--- src/rtl/mux_arbiter.sv ---
// Two-requester round-robin arbiter driving a shared 2:1 mux select.
// Define MUX_ARBITER_TIMEOUT_EN to force a hand-over after MAX_HOLD grant cycles under contention.
module mux_arbiter #(
    parameter int MAX_HOLD = 8
) (
    input  logic clk,
    input  logic reset,
    input  logic req_x,
    input  logic req_y,
    input  logic x,
    input  logic y,
    output logic gnt_x,
    output logic gnt_y,
    output logic s,
    output logic m,
    output logic valid,
    output logic preempt
);

    typedef enum logic [1:0] {
        IDLE  = 2'd0,
        GNT_X = 2'd1,
        GNT_Y = 2'd2
    } state_t;

    localparam logic [7:0] HOLD_LAST = 8'(MAX_HOLD - 1);

    state_t     state;
    state_t     state_nxt;
    logic       last_y;
    logic [7:0] hold_cnt;
    logic       at_limit;
    logic       force_sw;
    logic       grant_entry;

`ifdef MUX_ARBITER_TIMEOUT_EN
    assign at_limit = (hold_cnt == HOLD_LAST);
`else
    assign at_limit = 1'b0;
`endif

    // NOTE: every output of this block is given a default first so no path leaves a latch.
    always_comb begin
        state_nxt = state;
        force_sw  = 1'b0;
        case (state)
            IDLE: begin
                if (req_x && req_y)
                    state_nxt = last_y ? GNT_X : GNT_Y;
                else if (req_x)
                    state_nxt = GNT_X;
                else if (req_y)
                    state_nxt = GNT_Y;
            end
            GNT_X: begin
                if (!req_x)
                    state_nxt = req_y ? GNT_Y : IDLE;
                else if (at_limit && req_y) begin
                    state_nxt = GNT_Y;
                    force_sw  = 1'b1;
                end
            end
            GNT_Y: begin
                if (!req_y)
                    state_nxt = req_x ? GNT_X : IDLE;
                else if (at_limit && req_x) begin
                    state_nxt = GNT_X;
                    force_sw  = 1'b1;
                end
            end
            default: state_nxt = IDLE;
        endcase
    end

    // A grant state is only ever entered from IDLE or from the other grant state.
    assign grant_entry = (state_nxt != IDLE) && (state_nxt != state);

    // NOTE: state registers use non-blocking assignments so all flops update from pre-edge values.
    always_ff @(posedge clk or posedge reset) begin
        if (reset) begin
            state    <= IDLE;
            last_y   <= 1'b1;
            hold_cnt <= 8'd0;
            s        <= 1'b0;
            preempt  <= 1'b0;
        end else begin
            state   <= state_nxt;
            preempt <= force_sw;
            if (grant_entry) begin
                hold_cnt <= 8'd0;
                s        <= (state_nxt == GNT_Y);
                last_y   <= (state_nxt == GNT_Y);
            end else if (state != IDLE && hold_cnt != HOLD_LAST) begin
                hold_cnt <= hold_cnt + 8'd1;
            end
        end
    end

    assign gnt_x = (state == GNT_X);
    assign gnt_y = (state == GNT_Y);
    assign valid = gnt_x | gnt_y;
    assign m     = (~s & x) | (s & y);

endmodule

--- config.mk ---
export PLATFORM = sky130hd
export DESIGN_NAME = mux_arbiter
export DESIGN_NICKNAME = d
export VERILOG_FILES = /design/src/rtl/mux_arbiter.sv
export SDC_FILE = /design/constraint.sdc
export NUM_CORES = 1
export LEC_CHECK = 0
export CAP_MARGIN = 20
export CORE_AREA = 10 10 47 49
export CTS_BUF_LIST = sky130_fd_sc_hd__clkbuf_2 sky130_fd_sc_hd__clkbuf_4 sky130_fd_sc_hd__clkbuf_8
export CTS_CLUSTER_DIAMETER = 100
export DETAILED_ROUTE_END_ITERATION = 16
export DIE_AREA = 0 0 57 59
export PLACE_DENSITY_LB_ADDON = 0.05
export SYNTH_ARGS = -nofsm -noshare
export SYNTH_HDL_FRONTEND = slang
export SYNTH_SLANG_ARGS = --single-unit
--- constraint.sdc ---
create_clock -name clk -period 1.9 [get_ports clk]
set_clock_uncertainty 0.05 [all_clocks]
set_input_delay 0.57 -clock clk [delete_from_list [all_inputs] [get_ports clk]]
set_output_delay 0.57 -clock clk [all_outputs]
set_load 0.005 [all_outputs]
==> impl_metrics.toml <==
[outcome]
run_status = "complete, no violations"

[layout]
nNetsFinal = 72
final_layout_size_suffix_gt1_frac = 0.410
syn_to_final_growth_pct = 60.3
insertedDiodeCount = 0
final_area_um2 = 606
final_design_utilization = 0.432
finish.cell_count_without_fillers = 77

[global_route]
globalRouteOverflowTotal = 0
grt_start_max_net_pins = 9
grt_pass1_wl_um = 1680
antenna_found_initial = 0
first_global_vias = 388
globalRouteTotalUtil = 0.0644

[logic_synthesis]
most_used_flip_flop_cell_after_synthesis = "sky130_fd_sc_hd__dfrtp_1"
postSynthAreaPerCell_um2 = 9.22
ys_async_sr_fraction = 1.00
synth_top_cell_by_area = "sky130_fd_sc_hd__dfrtp_1"
syn_inst = 41
synthesized_netlist_net_count = 51
distinct_cell_type_count_of_the_synthesized_netlist = 25
synth_enable_flop_cells = 0
yosys-top-cells-count = "sky130_fd_sc_hd__ha_1, sky130_fd_sc_hd__inv_1, sky130_fd_sc_hd__dfrtp_1, sky130_fd_sc_hd__nand2_1"
yosys-top-cells-area = "sky130_fd_sc_hd__dfrtp_1, sky130_fd_sc_hd__ha_1, sky130_fd_sc_hd__dfstp_2"
yosys_warnings = 0
yosys_register_bits = 4
cell_area_after_technology_mapping_um2 = 378
yosysTopAreaCellShare = 0.199
synth-seq-area-share = 0.268

[floorplan]
die-height_um = 59
initial_utilization = 0.270
num_io_pins = 12
die_area_um2 = 3360
placementRows = 14
die_w_um = 57
fp.coreArea_um2 = 1400

[worst_setup_path]
endpoint_kind = "output port"
ff2ff_setup_slack_ns = 0.09
worst_ep_required_time_ns = 1.28
timing.critical_path.from_type = "register"
critical_path_class = "reg2out"
largest_fanout_on_the_critical_path = 4
r2r_cells = 8
crit_path_dat_ns = 1.22

[routing]
final_wl_um = 1020
route.vias.total = 374
number_of_drc_violations_after_detailed_routing_iteration_0 = 9
routed_wire_length_per_instance_um = 13.2
vias_per_cell = 4.86
first_drt_pass_iteration_count = 4
post_route_drc = 0
drt.antenna.violating_nets = 0

[placed_design]
detailed_place.area_um2 = 536
place_congestion = 0.792
pre_cts_slack_ns = -0.383
placedCellCount = 72
placement.io_buffers = 10

[clock_network]
cts.path.max_buffers = 2
total_clock_buffers_created_by_cts = 3
clock_sinks = 4
clock_tree.htree_level_count = 1
worst_setup_hold_path_clk_slew_ns = 0.04
clock_insertion_delay_worst_skew_ns = 0.24
tritoncts = "built"
ctsRootBufferMaster = "sky130_fd_sc_hd__clkbuf_4"

[power]
total_power_uw = 908
power.density_nw_per_um2 = 1500
total_leakage_power_nw = 0.301
max-vdd-ir-drop_v = 0.000613

[timing]
final.min_clock_period_ns = 1.84
setup_violations = 0
maxClockFrequency_mhz = 544
tns_ns = 0
hold_viol_final = 0
timing.final.max_slew_violations = 0
worst_slack_ns = 0.0633
timing.final.crit_share = 0.967
hold-worst-slack_ns = 0.463

[run]
cap_viol_max_count = 0

[worst_hold_path]
hold_class = "in2async"
state kept, by name, summed over array words and instances, names as in the netlist:
name	cells
state	2
last_y	1
s	1
kinds of logic (layout without fill, tap and decap cells):
family          count (synthesis)  count (layout)  synth area share
compound gates                 11              11             0.248
fa+ha+maj                       4               4             0.132
buf+inv                         5              25            0.0596
flops                           4               4             0.268
mux                             2               2            0.0596
other cells                     1               1           0.00992
simple gates                   14              14             0.222
placed cells by master, fill, tap and decap left out, drive strengths merged, types with 2 or more instances in the layout:
| master | n |
|---|---|
| buf | 8 |
| clkbuf | 4 |
| dlygate4sd2 | 4 |
| inv | 4 |
| ha | 4 |
| nand2 | 3 |
| dfrtp | 3 |
| nor2 | 2 |
| nand3 | 2 |
| or2b | 2 |
| o21a | 2 |
| clkdlybuf4s50 | 2 |
| dlymetal6s2s | 2 |
| o21ai | 2 |
| mux2 | 2 |
area by class of cell:
class	instances	area (um^2)
fill	150	796
multi-input combinational	32	282
tap	16	20.0
timing repair buffer	17	158
sequential	4	101
inverter	4	15.0
clock buffer	4	30.0
routing by layer:
layer | GRT usage | wire, um | up-vias
met5 | 0 | 0 | -
met4 | 0.0503 | 10 | 0
met3 | 0.0300 | 64 | 2
met2 | 0.116 | 559 | 15
met1 | 0.0534 | 380 | 177
li1 | - | - | 180
worst paths after layout:
| kind | end | startpoint |
|---|---|---|
| setup / recovery | gnt_x | state[0] |
| hold / removal | state[0] | reset |
| setup reg to reg | last_y | state[0] |
| hold reg to reg | s | s |
| max in group asynchronous | last_y | reset |
| min in group clk | s | s |
power by group:
part           switching (mW)  internal (mW)  total (mW)
logic                   0.270          0.343       0.614
registers              0.0307          0.135       0.166
clock network          0.0357         0.0931       0.129
worst max-delay path: stages (launching register included):
cell	delay (ns)
sky130_fd_sc_hd__dfrtp_1	0.40
sky130_fd_sc_hd__buf_6	0.13
sky130_fd_sc_hd__ha_2	0.19
sky130_fd_sc_hd__dlygate4sd2_1	0.26
timing repair:
| action | in CTS | in global routing |
|---|---|---|
| hold buffers | 0 | 0 |
| pin swaps | 0 | 3 |
| gates resized for setup | 9 | 12 |
| setup endpoints to repair | 6 | 4 |
| buffers inserted | 1 | 1 |
(Power assumes the default switching activity.)
